==> src/rtl/game_timer_ctrl.sv <==
// game_timer_ctrl: game countdown timer with runtime-loadable length, pause/resume,
// abort, a low-time warning flag, a per-second tick strobe and a one-cycle done pulse.
// Remaining time is kept as whole seconds plus a millisecond fraction.
// Optional feature: define GAME_TIMER_BONUS_EN to add the add_valid/add_seconds
// bonus-time inputs. The default build (macro undefined) has no bonus logic.
module game_timer_ctrl #(
  parameter  int GAME_LENGTH_SECONDS = 20,
  parameter  int MAX_SECONDS         = 99,
  parameter  int CLKS_PER_MS         = 50000,
  parameter  int MS_PER_SECOND       = 1000,
  parameter  int WARN_SECONDS        = 5,
  localparam int SEC_W               = $clog2(MAX_SECONDS + 1),
  localparam int MS_W                = $clog2(MAX_SECONDS * MS_PER_SECOND + 1)
) (
  input  logic             clk,
  input  logic             rst,
  input  logic             start,
  input  logic [SEC_W-1:0] start_seconds,
  input  logic             pause,
  input  logic             abort,
`ifdef GAME_TIMER_BONUS_EN
  input  logic             add_valid,
  input  logic [SEC_W-1:0] add_seconds,
`endif
  output logic [1:0]       state,
  output logic [SEC_W-1:0] seconds_left,
  output logic [MS_W-1:0]  ms_left,
  output logic             warning,
  output logic             second_tick,
  output logic             done
);

  localparam int PRE_W  = (CLKS_PER_MS > 1) ? $clog2(CLKS_PER_MS) : 1;
  localparam int FRAC_W = (MS_PER_SECOND > 1) ? $clog2(MS_PER_SECOND) : 1;

  typedef enum logic [1:0] {
    S_IDLE    = 2'd0,
    S_RUNNING = 2'd1,
    S_PAUSED  = 2'd2,
    S_EXPIRED = 2'd3
  } state_t;

  state_t             state_q, state_d;
  logic [PRE_W-1:0]   presc_q, presc_d;
  logic [SEC_W-1:0]   sec_q, sec_d;
  logic [FRAC_W-1:0]  frac_q, frac_d;
  logic               second_tick_q, second_tick_d;
  logic               done_q, done_d;
  logic               ms_tick;
  logic               expire;

  // Load value: 0 selects the default length; anything above the cap saturates.
  function automatic logic [SEC_W-1:0] sat_load(input logic [SEC_W-1:0] req);
    int v;
    v = (req == '0) ? GAME_LENGTH_SECONDS : int'(req);
    if (v > MAX_SECONDS) v = MAX_SECONDS;
    return SEC_W'(v);
  endfunction

`ifdef GAME_TIMER_BONUS_EN
  // Bonus add capped so total remaining time never exceeds MAX_SECONDS whole
  // seconds; MSB of the result flags that the cap was hit (fraction is dropped).
  function automatic logic [SEC_W:0] sat_bonus(input logic [SEC_W-1:0] sec,
                                               input logic             frac_nz,
                                               input logic [SEC_W-1:0] add);
    int total;
    total = int'(sec) + int'(add) + (frac_nz ? 1 : 0);
    if (total > MAX_SECONDS) return {1'b1, SEC_W'(MAX_SECONDS)};
    return {1'b0, SEC_W'(int'(sec) + int'(add))};
  endfunction

  logic [SEC_W:0] bonus_res;
`endif

  // Next-state logic: abort > start > pause/resume > ms tick (> bonus add).
  // Counting happens in any RUNNING/PAUSED cycle with pause low, so the cycle
  // that resumes from PAUSED already advances the prescaler.
  always_comb begin
    state_d       = state_q;
    presc_d       = presc_q;
    sec_d         = sec_q;
    frac_d        = frac_q;
    second_tick_d = 1'b0;
    done_d        = 1'b0;
    ms_tick       = 1'b0;
    expire        = 1'b0;
`ifdef GAME_TIMER_BONUS_EN
    bonus_res     = '0;
`endif
    if (abort) begin
      state_d = S_IDLE;
      presc_d = '0;
      sec_d   = '0;
      frac_d  = '0;
    end else if (start) begin
      state_d = S_RUNNING;
      presc_d = '0;
      sec_d   = sat_load(start_seconds);
      frac_d  = '0;
    end else if (state_q == S_RUNNING || state_q == S_PAUSED) begin
      if (pause) begin
        state_d = S_PAUSED;
      end else begin
        state_d = S_RUNNING;
        if (presc_q == PRE_W'(CLKS_PER_MS - 1)) begin
          presc_d = '0;
          ms_tick = 1'b1;
        end else begin
          presc_d = presc_q + PRE_W'(1);
        end
      end
      if (ms_tick) begin
        if (frac_q != '0) begin
          frac_d = frac_q - FRAC_W'(1);
          if (frac_q == FRAC_W'(1)) begin
            second_tick_d = 1'b1;
            expire        = (sec_q == '0);
          end
        end else if (sec_q != '0) begin
          sec_d  = sec_q - SEC_W'(1);
          frac_d = FRAC_W'(MS_PER_SECOND - 1);
        end
      end
`ifdef GAME_TIMER_BONUS_EN
      if (add_valid) begin
        bonus_res = sat_bonus(sec_d, frac_d != '0, add_seconds);
        sec_d     = bonus_res[SEC_W-1:0];
        if (bonus_res[SEC_W]) frac_d = '0;
        if (add_seconds != '0) expire = 1'b0;
      end
`endif
      if (expire) begin
        state_d = S_EXPIRED;
        done_d  = 1'b1;
      end
    end
  end

  // State, counters and the registered strobes; asynchronous active-low reset.
  always_ff @(posedge clk or negedge rst) begin
    if (!rst) begin
      state_q       <= S_IDLE;
      presc_q       <= '0;
      sec_q         <= '0;
      frac_q        <= '0;
      second_tick_q <= 1'b0;
      done_q        <= 1'b0;
    end else begin
      state_q       <= state_d;
      presc_q       <= presc_d;
      sec_q         <= sec_d;
      frac_q        <= frac_d;
      second_tick_q <= second_tick_d;
      done_q        <= done_d;
    end
  end

  assign state        = state_q;
  assign second_tick  = second_tick_q;
  assign done         = done_q;
  assign ms_left      = MS_W'(sec_q) * MS_W'(MS_PER_SECOND) + MS_W'(frac_q);
  assign seconds_left = sec_q + SEC_W'(frac_q != '0);
  assign warning      = (WARN_SECONDS != 0) &&
                        (state_q == S_RUNNING || state_q == S_PAUSED) &&
                        (int'(seconds_left) <= WARN_SECONDS);

endmodule

==> config.mk <==
export PLATFORM = sky130hd
export DESIGN_NAME = game_timer_ctrl
export DESIGN_NICKNAME = d
export VERILOG_FILES = /design/src/rtl/game_timer_ctrl.sv
export SDC_FILE = /design/constraint.sdc
export NUM_CORES = 1
export LEC_CHECK = 0
export BUFFER_PORTS_ARGS = -buffer_cell sky130_fd_sc_hd__buf_4
export CAP_MARGIN = 15
export CORE_ASPECT_RATIO = 1.4
export CORE_MARGIN = 2
export CORE_UTILIZATION = 50
export DETAILED_ROUTE_END_ITERATION = 8
export PLACE_DENSITY = 0.68
export SKIP_CTS_REPAIR_TIMING = 1
export SLEW_MARGIN = 15
export SYNTH_ARGS = -nofsm -noshare
export SYNTH_HDL_FRONTEND = slang
export SYNTH_SLANG_ARGS = --single-unit
==> constraint.sdc <==
create_clock -name clk -period 6.74 [get_ports clk]
set_clock_uncertainty 0.1 [all_clocks]
set_input_delay 1.348 -clock clk [delete_from_list [all_inputs] [get_ports clk]]
set_output_delay 1.348 -clock clk [all_outputs]
set_load 0.01 [all_outputs]
==> Word-level counts from Yosys, hierarchy flattened <==
Index checks and enable logic that the tools add are counted.
{ "classes": {"add_sub_neg": 5, "multipliers": 1, "n_lt_le_gt_ge": 2, "n_eq_ne": 6, "n_mux": 45, "n_reduce_logical": 13} }
{ "ops": {"columns": ["operator", "n"], "rows": [
  ["16-bit 2-to-1 mux", 5],
  ["10-bit 2-to-1 mux", 6],
  ["7-bit 2-to-1 mux", 8],
  ["1-bit 2-to-1 mux", 21],
  ["17-bit by 10-bit adder with 17-bit output", 1],
  ["16-bit by 1-bit adder with 16-bit output (second input constant)", 1],
  ["16-bit == test (second input constant)", 1],
  ["7-bit logical NOT", 2],
  ["7-bit by 7-bit multiplier with 14-bit output (second input constant)", 1],
  ["10-bit by 1-bit == test with 1-bit output (second input constant)", 1],
  ["2-bit 2-to-1 mux", 5],
  ["10-bit nonzero test", 1],
  ["10-bit by 1-bit subtractor with 10-bit output (second input constant)", 1],
  ["3-bit nonzero test", 3],
  ["7-bit by 1-bit adder with 7-bit output", 1],
  ["7-bit greater-than comparator (second input constant)", 1],
  ["7-bit by 3-bit <= comparator with 1-bit output (second input constant)", 1],
  ["7-bit nonzero test", 1],
  ["7-bit by 1-bit subtractor with 7-bit output (second input constant)", 1],
  ["4-bit AND reduction", 1],
  ["4-bit nonzero test", 1],
  ["3-bit by 2-bit != test with 1-bit output (second input constant)", 1],
  ["3-bit != test (second input constant)", 1],
  ["3-bit AND reduction", 1],
  ["other kinds (5)", 5]
]} }
{ "totals": {"register_bits": 37, "in_bits": 12, "out_inout_bits": 29, "elab_cells": 78} }

==> Longest topological paths before layout <==
{ "logic_depth": {"word_depth": 14, "depth_mapped": 18, "ltp_nobuf": 18} }

==> Least setup slack after synthesis <==
OpenSTA, ideal clock, no wires.
{ "synth_timing": {"path_kind": "register to output", "from": "reg sec_q[0]", "to": "out ms_left[16]", "arrival_time_ps": 4575, "t_required_ps": 5292, "path_slack_ps": 717, "path_stages_with_launch": 15, "path_buffers": 0, "path_cell_list": "dfrtp_1 fa_1 fa_1 inv_1 fa_1 fa_1 inv_1 ha_1 o21ai_0 or3b_2 a21bo_2 a21oi_1 nand4_1 nor4b_1 xnor2_1"} }
{ "synth_via": {"elab_chain_cells": 2} }
{ "synth_rtl": {"columns": ["element", "line", "source"], "rows": [
  ["start, declared", "45", "logic [SEC_W-1:0] sec_q, sec_d;"],
  ["start signal, assigned", "144", "sec_q <= '0;"],
  ["start signal, assigned", "151", "sec_q <= sec_d;"],
  ["7-bit by 7-bit multiplier with 14-bit output", "161", "assign ms_left = MS_W'(sec_q) * MS_W'(MS_PER_SECOND) + MS_W'(frac_q);"],
  ["17-bit by 10-bit adder with 17-bit output", "161", null],
  ["end, declared", "27", "output logic [MS_W-1:0] ms_left,"]
]} }
Every way passes these cells.

==> Final worst setup path <==
{ "layout_timing": {"from": "reg sec_q[2]", "to": "out ms_left[16]"} }
The elaborated chain is that of the path after synthesis.

==> results_dict.tcl <==
set metrics [dict create \
    status "complete, no violations" \
    wl_um 8958 \
    area_growth_pct 15.55 \
    setup_tns_ns 0 \
    cp-end-kind "output port" \
    clkSlewWorstSetupHoldPaths_ns 0.07 \
    dp_hpwl_um 7209 \
    viasPerCell 5.548 \
    grt_max_degree 38 \
    wire_per_inst_um 15.11 \
    synth-edff-count 0 \
    clock.fmax_mhz 154.3 \
    yosys_register_bits 37 \
    yosysSeqAreaShare 0.2373 \
    die_area_sq_um 8538 \
    gr-total-overflow 0 \
    synthXorXnorAreaFrac 0.08753 \
    clk_path_buf_depth 2 \
    holdCritPathClass "reg2reg" \
    synth-simple-area-share 0.1786 \
    cts_buffers 5 \
    syn_avg_cell_area_sq_um 8.770 \
    setup_ws_ns 0.2571 \
    cp_max_fo 9 \
    finalMaxSlewViolations 0 \
    synth_top_family_by_area "adder cells" \
    drv_cap 0 \
    die_h_um 108.5 \
    ys_warn_count 0 \
    max_slew_margin 0.4727 \
    first_pass_iters 6 \
    worstSetupStartpointType "register" \
    syn-instance-count 445 \
    worstMarginPinSlew_ns 0.7880 \
    critPathRequiredTime_ns 5.29 \
    path_class "reg2out" \
    min_period_over_period 0.9619 \
    ant_nets 0 \
    grt_pass1_vias 3308 \
    cts_sinks 37 \
    synth_compound_area_frac 0.1632 \
    synth_nets 530 \
    rr_startpoint "presc_q[10]$_DFFE_PN0P_" \
    clkLatencyLatePin_ns 0.29 \
    drt_iter0_markers 136 \
    route.detailed.drc 0 \
    track_usage 0.2261 \
    period_needed_ns 6.483 \
    diodes 0 \
    clockRootBuffer "clkbuf_8" \
    cts_tree "yes" \
    io-pin-count 41 \
    yosys.cell_types.count 54 \
    synth_fa_ha_area_frac 0.2757 \
    cts_max_level 2 \
    final_nets 577 \
    row_count 38 \
    netlist_area_sq_um 3902 \
    setup_violations 0 \
    die_w_um 78.67 \
    vias 3290 \
    synth_flop_cell "dfrtp_1" \
    core_area_sq_um 7655 \
    grt_pass1_wl_um 15340 \
    utilization 0.5891 \
    antenna_found_initial 0 \
    finalHoldViolCount 0 \
    place.gp.congestion 0.8759 \
    worstPathArrival_ns 5.03 \
    cp-startpoint "sec_q[2]$_DFFE_PN0P_" \
    dp_slack_ns 0.3379 \
    drive_gt1_frac 0.1562 \
    muxShareOfSynthArea 0 \
    hp-start "presc_q[1]$_DFFE_PN0P_" \
    async_reset_ff_frac 1.000 \
    initial_core_util 0.5098 \
    io_buffers 40 \
]
[routing by layer]
metal / track usage / up-vias / wire length, um
met3: 0.01920 / 16 / 240
met1: 0.2688 / 1577 / 3696
met4: 0.08396 / 0 / 225
met5: 0 / - / 0
li1: - / 1627 / -
met2: 0.4200 / 70 / 4796
[final cells by class]
class                   count  area, sq um
clock buffers               5        68.82
clock inverters             3        65.06
fillers                   716         3146
inverters                  44        168.9
multi-input cells         352         2763
flip-flops and latches     37        928.4
well taps                 100        125.1
repair buffers             52        390.4
[worst paths after layout]
kind | slack, ns | endpoint | depth (start not counted)
worst max-delay path | 0.26 | ms_left[16] | 15
worst min-delay path | 0.41 | presc_q[1]$_DFFE_PN0P_ | 2
worst max register to register | 3.71 | frac_q[3]$_DFFE_PN0P_ | 7
worst min register to register | 0.41 | presc_q[1]$_DFFE_PN0P_ | 2
max in group asynchronous | 5.26 | sec_q[2]$_DFFE_PN0P_ | 1
min in group asynchronous | 0.91 | frac_q[6]$_DFFE_PN0P_ | 1
[cells in the final DEF, fill, tap and decap left out, types with 5 or more instances in the layout]
cell / instances
clkbuf_8: 5
a21o_1: 7
buf_4: 52
nand3_1: 13
xor2_1: 16
a31oi_1: 5
ha_1: 53
a21oi_1: 19
xnor2_1: 23
o21ai_0: 24
and3_1: 7
nor3_1: 7
fa_1: 18
inv_1: 43
nor4_1: 5
nand2_1: 37
a211oi_1: 6
nor2_1: 49
o31ai_1: 5
dfrtp_1: 35
[critical path: stages (launching register included)]
cell and delay (ns):
dfrtp_2 0.47, inv_1 0.23, fa_1 0.48, fa_1 0.52, inv_1 0.06, fa_1 0.47, ha_1 0.31, ha_2 0.40
nand2_1 0.09, or3b_2 0.49, a21bo_2 0.21, a21oi_1 0.23, nand4_1 0.22, nor4b_2 0.29, xnor2_1 0.15, buf_4 0.14
[state kept, by name (all words and copies together), names as in the netlist]
signal	cells
presc_q	16
done	1
sec_q	7
second_tick	1
state	2
frac_q	10
[through the flow]
| step | hold WS [ns] | cell area [sq um] | std cells |
|---|---|---|---|
| global placement | 0.3905 | 4298 | 577 |
| CTS | 0.4142 | 4432 | 585 |
| finish | 0.4104 | 4509 | 593 |
| global route | 0.4547 | 4509 | 593 |
| detailed placement | 0.3975 | 4298 | 577 |
| floorplan | 0.3677 | 3902 | 445 |
[synthesized netlist by cell type (2+ instances only)]
library cell | instances | area share
ha_1 | 54 | 0.17
nor2_1 | 49 | 0.047
inv_1 | 44 | 0.042
dfrtp_1 | 37 | 0.24
nand2_1 | 37 | 0.036
o21ai_0 | 25 | 0.032
xnor2_1 | 23 | 0.052
a21oi_1 | 19 | 0.024
fa_1 | 19 | 0.097
xor2_1 | 16 | 0.036
nand3_1 | 13 | 0.017
a21o_1 | 7 | 0.013
and3_1 | 7 | 0.011
nor3_1 | 7 | 0.0090
a211oi_1 | 6 | 0.012
clkbuf_1 | 6 | 0.0058
a31oi_1 | 5 | 0.0080
nor4_1 | 5 | 0.0080
o31ai_1 | 5 | 0.0096
buf_2 | 3 | 0.0038
buf_4 | 3 | 0.0058
nand2b_1 | 3 | 0.0048
nand4_1 | 3 | 0.0048
nor2b_1 | 3 | 0.0048
o31a_1 | 3 | 0.0067
a211o_1 | 2 | 0.0045
a21boi_0 | 2 | 0.0038
a32oi_1 | 2 | 0.0045
and2_1 | 2 | 0.0032
and4_1 | 2 | 0.0045
maj3_1 | 2 | 0.0051
nor4b_1 | 2 | 0.0045
o211ai_1 | 2 | 0.0038
o21a_1 | 2 | 0.0038
o21ai_1 | 2 | 0.0026
o21ai_2 | 2 | 0.0045
o22a_1 | 2 | 0.0045
o31ai_2 | 2 | 0.0064
or4_1 | 2 | 0.0038
[cell families (layout without fill, tap and decap cells)]
| kind of cell | Yosys count | after routing |
|---|---|---|
| compound gates | 94 | 94 |
| fa+ha+maj | 75 | 75 |
| simple gates | 144 | 144 |
| buf+inv | 56 | 104 |
| xor+xnor | 39 | 39 |
| flops | 37 | 37 |
Power is not shown: default switching activity piles up to over one toggle a cycle in this logic, so the estimate is an artifact.
